## src/rtl/seg_text_scroller.sv

```systemverilog
// Scrolls character-ROM patterns through an NDIG-digit buffer and multiplexes it onto a 7-seg bus.
// Optional build macro SCROLL_ONESHOT_EN: stop after one full 16-character pass instead of looping.
module seg_text_scroller #(
    parameter int SCROLL_DIV = 12500000,
    parameter int SCAN_DIV   = 50000,
    parameter int NDIG       = 4
) (
    input  logic            clk,
    input  logic            rst_n,
    input  logic            run,
    input  logic            hold,
    input  logic            clr,
    output logic [3:0]      rom_adr,
    input  logic [7:0]      rom_dat,
    output logic [7:0]      seg,
    output logic [NDIG-1:0] an,
    output logic            busy,
    output logic            wrap
);
    localparam int PW = $clog2(SCROLL_DIV);
    localparam int SW = (SCAN_DIV > 1) ? $clog2(SCAN_DIV) : 1;
    localparam int IW = $clog2(NDIG);
    localparam logic [PW-1:0] PRESC_MAX = PW'(SCROLL_DIV - 1);
    localparam logic [SW-1:0] SCAN_MAX  = SW'(SCAN_DIV - 1);
    localparam logic [IW-1:0] IDX_MAX   = IW'(NDIG - 1);

    typedef enum logic [1:0] {S_IDLE, S_RUN, S_PAUSE} state_t;

    state_t          state_q, state_d;
    logic [PW-1:0]   presc_q, presc_d;
    logic [3:0]      adr_q, adr_d;
    logic [7:0]      buf_q [NDIG];
    logic [7:0]      buf_d [NDIG];
    logic [SW-1:0]   scan_q, scan_d;
    logic [IW-1:0]   idx_q, idx_d;
    logic [7:0]      seg_q;
    logic [NDIG-1:0] an_q;
    logic            wrap_q;
    logic            step, wrap_step, arm, stop_on_wrap;

    // clr suppresses the step entirely, so nothing shifts and no wrap is reported
    assign step      = (state_q == S_RUN) && (presc_q == PRESC_MAX) && !clr;
    assign wrap_step = step && (adr_q == 4'hF);

`ifdef SCROLL_ONESHOT_EN
    logic done_q, done_d;

    // After a completed pass, run must be seen low before the next start
    always_comb begin
        done_d = done_q;
        if (!run)
            done_d = 1'b0;
        else if (wrap_step)
            done_d = 1'b1;
    end

    always_ff @(posedge clk or negedge rst_n) begin
        if (!rst_n) done_q <= 1'b0;
        else        done_q <= done_d;
    end

    assign arm          = !done_q;
    assign stop_on_wrap = wrap_step;
`else
    assign arm          = 1'b1;
    assign stop_on_wrap = 1'b0;
`endif

    always_ff @(posedge clk or negedge rst_n) begin
        if (!rst_n) state_q <= S_IDLE;
        else        state_q <= state_d;
    end

    always_comb begin
        state_d = state_q;
        case (state_q)
            S_IDLE:  if (run && arm)              state_d = S_RUN;
            S_RUN:   if (!run || stop_on_wrap)    state_d = S_IDLE;
                     else if (hold)               state_d = S_PAUSE;
            S_PAUSE: if (!run)                    state_d = S_IDLE;
                     else if (!hold)              state_d = S_RUN;
            default:                              state_d = S_IDLE;
        endcase
    end

    always_comb begin
        busy = (state_q != S_IDLE);
    end

    always_comb begin
        presc_d = presc_q;
        adr_d   = adr_q;
        for (int k = 0; k < NDIG; k++) buf_d[k] = buf_q[k];
        if (clr) begin
            presc_d = '0;
            adr_d   = 4'h0;
            for (int k = 0; k < NDIG; k++) buf_d[k] = 8'hFF;
        end else begin
            if (state_d == S_IDLE)
                presc_d = '0;
            else if (state_q == S_RUN)
                presc_d = (presc_q == PRESC_MAX) ? '0 : presc_q + 1'b1;
            if (step) begin
                adr_d    = adr_q + 4'h1;
                buf_d[0] = rom_dat;
                for (int k = 1; k < NDIG; k++) buf_d[k] = buf_q[k-1];
            end
        end
    end

    always_comb begin
        scan_d = (scan_q == SCAN_MAX) ? '0 : scan_q + 1'b1;
        idx_d  = idx_q;
        if (scan_q == SCAN_MAX)
            idx_d = (idx_q == IDX_MAX) ? '0 : idx_q + 1'b1;
    end

    always_ff @(posedge clk or negedge rst_n) begin
        if (!rst_n) begin
            presc_q <= '0;
            adr_q   <= 4'h0;
            for (int k = 0; k < NDIG; k++) buf_q[k] <= 8'hFF;
            scan_q  <= '0;
            idx_q   <= '0;
            seg_q   <= 8'hFF;
            an_q    <= '1;
            wrap_q  <= 1'b0;
        end else begin
            presc_q <= presc_d;
            adr_q   <= adr_d;
            for (int k = 0; k < NDIG; k++) buf_q[k] <= buf_d[k];
            scan_q  <= scan_d;
            idx_q   <= idx_d;
            seg_q   <= buf_q[idx_q];
            an_q    <= ~(NDIG'(1) << idx_q);
            wrap_q  <= wrap_step;
        end
    end

    assign rom_adr = adr_q;
    assign seg     = seg_q;
    assign an      = an_q;
    assign wrap    = wrap_q;
endmodule

```

## config.mk

```make
export PLATFORM = sky130hd
export DESIGN_NAME = seg_text_scroller
export DESIGN_NICKNAME = d
export VERILOG_FILES = /design/src/rtl/seg_text_scroller.sv
export SDC_FILE = /design/constraint.sdc
export NUM_CORES = 1
export LEC_CHECK = 0
export BUFFER_PORTS_ARGS = -buffer_cell sky130_fd_sc_hd__buf_2
export CORE_ASPECT_RATIO = 0.6
export CORE_MARGIN = 4
export CORE_UTILIZATION = 25
export DETAILED_ROUTE_END_ITERATION = 6
export SLEW_MARGIN = 20
export SYNTH_ARGS = -nofsm -noshare
export SYNTH_HDL_FRONTEND = slang
export SYNTH_SLANG_ARGS = --single-unit
```

## constraint.sdc

```tcl
create_clock -name clk -period 4.96 [get_ports clk]
set_input_delay 0.992 -clock clk [delete_from_list [all_inputs] [get_ports clk]]
set_output_delay 0.992 -clock clk [all_outputs]
set_load 0.02 [all_outputs]
```

==> flow_metrics.py, run 1 <==
metrics = {
    "worst_setup_path": {
        "crit_end": "buf_q[30]",
        "end_kind": "flip-flop",
        "path_class": "reg2reg",
        "r2r_cells": 7,
        "reg2reg_slack_ps": 1960,
        "crit_path_top_delay_cell": "and4_2",
        "crit_buf_inv": 1,
        "start_kind": "flip-flop",
        "critPathLaunch": "presc_q[0]",
        "critPathTopFamily": "simple AND/OR/NAND/NOR gates",
        "critical_path_required_ps": 5220,
        "crit_fanout": 40,
        "r2r_start": "presc_q[0]",
        "cp.arrival_ps": 3270,
        "path_depth": 7,
        "max_stage_delay_ps": 690,
        "cp_cell_sequence": "ha_1, nand3_1, nor2_1, and4_2, buf_4, nor2b_1, a211o_1",
        "rr_endpoint": "buf_q[30]",
    },
    "global_routing": {
        "grt_pass1_vias": 3126,
        "grt_overflow": 0,
        "track_usage": 0.102,
        "grt_pass1_wl_um": 16800,
        "antenna_found_initial": 0,
        "grt_max_degree": 65,
    },
    "layout": {
        "drive_gt1_frac": 0.255,
        "nets": 447,
        "mostFrequentLayoutCells": "dfrtp_1 (49), dfstp_2 (44), nor2b_1 (35)",
        "regArea_um2": 2380,
        "nFillCells": 1789,
        "final_common_cell": "dfrtp_1",
        "multiInputGateArea_um2": 1990,
        "area_growth_pct": 15.0,
    },
    "clock_network": {
        "cts_root_buffer": "clkbuf_16",
        "ctsHtreeMaxLevel": 3,
        "insertion_delay_ps": 340,
        "clk_pin_slew_ps": 70,
        "numCtsBuffers": 9,
        "post_cts_buffers": 0,
        "cts_num_sinks": 93,
        "cts_tree": "yes",
        "clk_path_buf_depth": 2,
        "holdBufCountCts": 0,
        "cts_resized": 0,
    },
    "synthesis": {
        "synth-seq-cells": 93,
        "netlist_area_um2": 4510,
        "yosys_warnings": 0,
        "syn_inst": 405,
        "syn_nets": 425,
        "synth-edff-count": 0,
        "yosysUniqueCellTypes": 52,
        "yosysSeqAreaShare": 0.528,
        "synthFlopType": "dfrtp_1",
        "synth_area_per_cell_um2": 11.1,
        "synth_top_area_share": 0.272,
        "yosysTopAreaCell": "dfrtp_1",
        "synth_area_leaders": "dfrtp_1 (27%), dfstp_2 (26%), a211o_1 (6.2%)",
        "async_reset_ff_frac": 1.00,
    },
    "power_and_ir_drop": {
        "vdd_drop_max_mv": 0.163,
        "clockPowerShare": 0.463,
        "seqPwrFrac": 0.505,
        "power.leakage_nw": 1.91,
        "combinationalPowerShare": 0.032,
        "total_power_mw": 1.51,
        "p_int_mw": 1.19,
        "sw_frac_of_total": 0.216,
        "powerDensity_nw_per_um2": 292,
        "p_switching_mw": 0.326,
    },
    "placement": {
        "place_congestion": 0.811,
        "dp_hpwl_um": 6940,
        "port_buffers": 30,
        "place_ws_ps": 1810,
    },
    "timing": {
        "max-slew-margin-rel": 0.270,
        "worst_pin_slew_ps": 1090,
        "report.final.slew_viol_count": 0,
        "finClkSkew_ps": 7.52,
        "whs_ps": 483,
        "rsz0062_at_grt": "no",
        "fmax_ghz": 0.333,
        "setup_violations": 0,
        "fin_crit_sh": 0.606,
        "period_needed_ps": 3000,
        "final.setup.tns_ps": 0,
        "hold_viol": 0,
        "worst_slack_ps": 1960,
    },
    "floorplanning": {
        "dieWidth_um": 181,
        "rows": 37,
        "ios": 31,
        "die_area_um2": 20300,
        "die_y_um": 112,
        "initial_core_util": 0.259,
        "core_um2": 17400,
    },
    "drt": {
        "drt_iter0_drc": 350,
        "routedWlPerCell_um": 15.2,
        "postRouteAntennaNets": 0,
        "dr.pass1.iters": 5,
        "routed_wirelength_um": 10100,
        "vias": 3222,
        "drc": 0,
        "vias_per_cell": 4.83,
    },
    "worst_hold_path": {
        "min_path_type": "reg2reg",
    },
    "flow_run": {
        "drv_cap": 0,
    },
    "status": {
        "status": "finished, final reports clean",
    },
}
[cell families after synthesis]
group	Yosys count	synth area share
fa+ha+maj	7	0.0194
simple gates	166	0.206
xor+xnor	23	0.0446
flops	93	0.528
buf+inv	33	0.0324
compound gates	70	0.118
mux	13	0.0518
[synth_stat cells (3+ instances only)]
cell type	count
dfrtp_1	49
dfstp_2	44
nor2b_1	35
a211o_1	32
nor2_1	31
nand2_1	26
nand3_1	20
xor2_1	13
nand4_1	12
inv_1	11
a31oi_1	10
clkbuf_1	10
xnor2_1	10
buf_2	9
a21oi_1	8
mux4_2	8
nor3_1	8
ha_1	7
o21ai_0	6
nor4_1	5
and3_1	4
and4_1	4
nand2b_1	4
nand4b_1	3
[sequential cells by signal, summed over array words and instances (netlist names)]
signal   cells
seg          8
presc_q     24
idx_q        2
scan_q      16
an           4
wrap         1
state_q      2
buf_q       32
rom_adr      4
[routing by layer]
layer	vias to the layer above	global-route usage	wire length, um
li1	1515	-	-
met2	85	0.146	4440
met3	12	0.0288	660
met5	-	0	0
met1	1610	0.150	4920
met4	0	0.0275	114
[stage by stage]
stage,instances,area (um2),util
6_report,667,5190,0.298
5_1_grt,666,5190,0.298
4_1_cts,666,5190,0.298
2_1_floorplan,405,4510,-
3_5_place_dp,650,4880,0.280
3_3_place_gp,650,4880,0.280
[how the worst min path moves through the flow]
stage | startpoint | endpoint | slack [ps] | cells after the start
floorplan | scan_q[0] | scan_q[0] | 450 | 1
detailed placement | scan_q[0] | scan_q[0] | 480 | 1
global route | scan_q[0] | scan_q[0] | 520 | 1
global placement | scan_q[0] | scan_q[0] | 460 | 1
finish | scan_q[0] | scan_q[0] | 480 | 1
CTS | scan_q[0] | scan_q[0] | 490 | 1
[final cells by class]
class                           count  area share
Clock buffer                       14      0.0571
Timing Repair Buffer               33      0.0338
Antenna cell                        1    0.000482
Sequential cell                    93       0.459
Tap cell                          234      0.0564
Clock inverter                      2     0.00241
Inverter                           11     0.00796
Multi-Input combinational cell    279       0.383
[power groups by stage]
stage                     Sequential (mW)  Combinational, mW  Clock, mW
after floorplan                     0.775             0.0223          0
after global placement              0.777             0.0483          0
after detailed placement            0.777             0.0497          0
after CTS                           0.765             0.0498      0.721
after global routing                0.765             0.0548      0.745
final                               0.765             0.0480      0.701
Power figures use the tool's default switching activity.
==> run 2: changes to the inputs <==
clock period = 2.7 ns   (was 4.96 ns; I/O delays follow)
==> run 2 against run 1 <==
Maximum frequency is 25% higher. Sequential power is 84% higher. Clock power is 87% higher. Die area stayed put. Clock-buffer cell count is 2 lower. Wire length is 0.47% lower. Critical path type unchanged. Highest routed layer unchanged.
==> flow_metrics.py, run 2 (synthesized netlist as in run 1, its figures left out) <==
metrics = {
    "status": {
        "status": "finished, final reports clean",
    },
    "worst_setup_path": {
        "start_kind": "flip-flop",
        "critPathTopFamily": "compound AO/OA/AOI/OAI gates",
        "crit_buf_inv": 0,
        "path_class": "reg2reg",
        "crit_path_top_delay_cell": "a211oi_2",
        "critical_path_required_ps": 2950,
        "cp_cell_sequence": "ha_1, nand3_1, nor2_1, a211oi_2, o21ai_0, a31oi_1",
        "cp.arrival_ps": 2650,
        "crit_fanout": 18,
        "end_kind": "flip-flop",
        "max_stage_delay_ps": 930,
    },
    "clock_network": {
        "cts_num_sinks": 93,
        "clk_pin_slew_ps": 60,
        "insertion_delay_ps": 330,
        "post_cts_buffers": 0,
        "holdBufCountCts": 0,
        "cts_resized": 0,
        "numCtsBuffers": 9,
        "cts_tree": "yes",
        "cts_root_buffer": "clkbuf_16",
        "clk_path_buf_depth": 2,
        "ctsHtreeMaxLevel": 3,
    },
    "layout": {
        "drive_gt1_frac": 0.270,
        "reg_top3": "buf_q: 32 flops, presc_q: 24 flops, scan_q: 16 flops",
        "mostFrequentLayoutCells": "dfrtp_1 (49), dfstp_2 (44), nor2b_1 (35)",
        "top_register": "buf_q",
        "area_growth_pct": 16.6,
        "regArea_um2": 2380,
        "multiInputGateArea_um2": 1990,
        "final_common_cell": "dfrtp_1",
        "nFillCells": 1823,
        "nets": 455,
        "largest_reg_flops": 32,
        "diodes": 0,
        "utilization": 0.302,
    },
    "global_routing": {
        "track_usage": 0.103,
        "grt_overflow": 0,
        "grt_pass1_vias": 3223,
        "antenna_found_initial": 0,
        "grt_max_degree": 46,
        "grt_pass1_wl_um": 17000,
    },
    "drt": {
        "postRouteAntennaNets": 0,
        "routedWlPerCell_um": 15.0,
        "dr.pass1.iters": 4,
        "drc": 0,
        "routed_wirelength_um": 10100,
        "drt_iter0_drc": 229,
        "vias": 3228,
        "vias_per_cell": 4.79,
    },
    "worst_hold_path": {
        "min_path_type": "in2async",
    },
    "power_and_ir_drop": {
        "total_power_mw": 2.81,
        "powerDensity_nw_per_um2": 533,
        "vdd_drop_max_mv": 0.254,
        "power.leakage_nw": 1.96,
    },
    "floorplanning": {
        "initial_core_util": 0.259,
        "dieWidth_um": 181,
        "rows": 37,
        "die_area_um2": 20300,
        "ios": 31,
        "core_um2": 17400,
        "die_y_um": 112,
    },
    "timing": {
        "report.final.slew_viol_count": 0,
        "final.setup.tns_ps": 0,
        "fin_crit_sh": 0.887,
        "fmax_ghz": 0.417,
        "whs_ps": 204,
        "period_needed_ps": 2400,
        "setup_violations": 0,
        "rsz0062_at_grt": "no",
        "finClkSkew_ps": 7.18,
        "hold_viol": 0,
        "worst_pin_slew_ps": 1090,
        "max-slew-margin-rel": 0.275,
    },
    "placement": {
        "place_congestion": 0.883,
        "port_buffers": 30,
        "dp_hpwl_um": 7070,
    },
    "flow_run": {
        "drv_cap": 0,
    },
}
## run 2: worst reg2reg max path: stages, from the launching register on
cell and delay [ps]:
dfrtp_1 410, ha_1 240, nand3_1 110, nor2_1 120
a211oi_2 930, o21ai_0 280, a31oi_1 220
## run 2: metal layers
layer / global-route usage / part of all wire / vias up
li1: - / - / 1522
met1: 0.151 / 0.51 / 1606
met2: 0.144 / 0.41 / 89
met3: 0.0288 / 0.061 / 11
met4: 0.0375 / 0.017 / 0
met5: 0 / 0 / -
## run 2: path summary, 6_finish.rpt
| check | startpoint | to | slack [ps] | cells past startpoint |
|---|---|---|---|---|
| min in group clk | rom_dat[5] | buf_q[29] | 410 | 2 |
| hold / removal | rst_n | presc_q[16] | 200 | 1 |
| hold reg to reg | scan_q[7] | scan_q[7] | 490 | 1 |
| max in group asynchronous | rst_n | buf_q[24] | 1750 | 2 |
| setup / recovery | presc_q[0] | presc_q[19] | 300 | 6 |
| setup reg to reg | presc_q[0] | presc_q[19] | 300 | 6 |
## run 2: final cells by class
cell class,instances,area share
repair buffers,41,0.0471
flip-flops and latches,93,0.453
well taps,234,0.0556
clock inverters,4,0.0107
multi-input cells,279,0.377
inverters,11,0.00784
clock buffers,12,0.0487
## run 2: metrics by stage
| step | setup slack (ps) | area, um2 | std cells |
|---|---|---|---|
| finish | 304 | 5260 | 674 |
| global route | 110 | 5260 | 674 |
| CTS | 331 | 5260 | 674 |
| detailed placement | 318 | 4950 | 658 |
| global placement | 386 | 4950 | 658 |
| floorplan | 577 | 4510 | 405 |
## run 2: power by group
part	switching [mW]	internal, mW
combinational	0.0700	0.0242
clock	0.532	0.774
sequential	0.00635	1.40
total	0.608	2.20
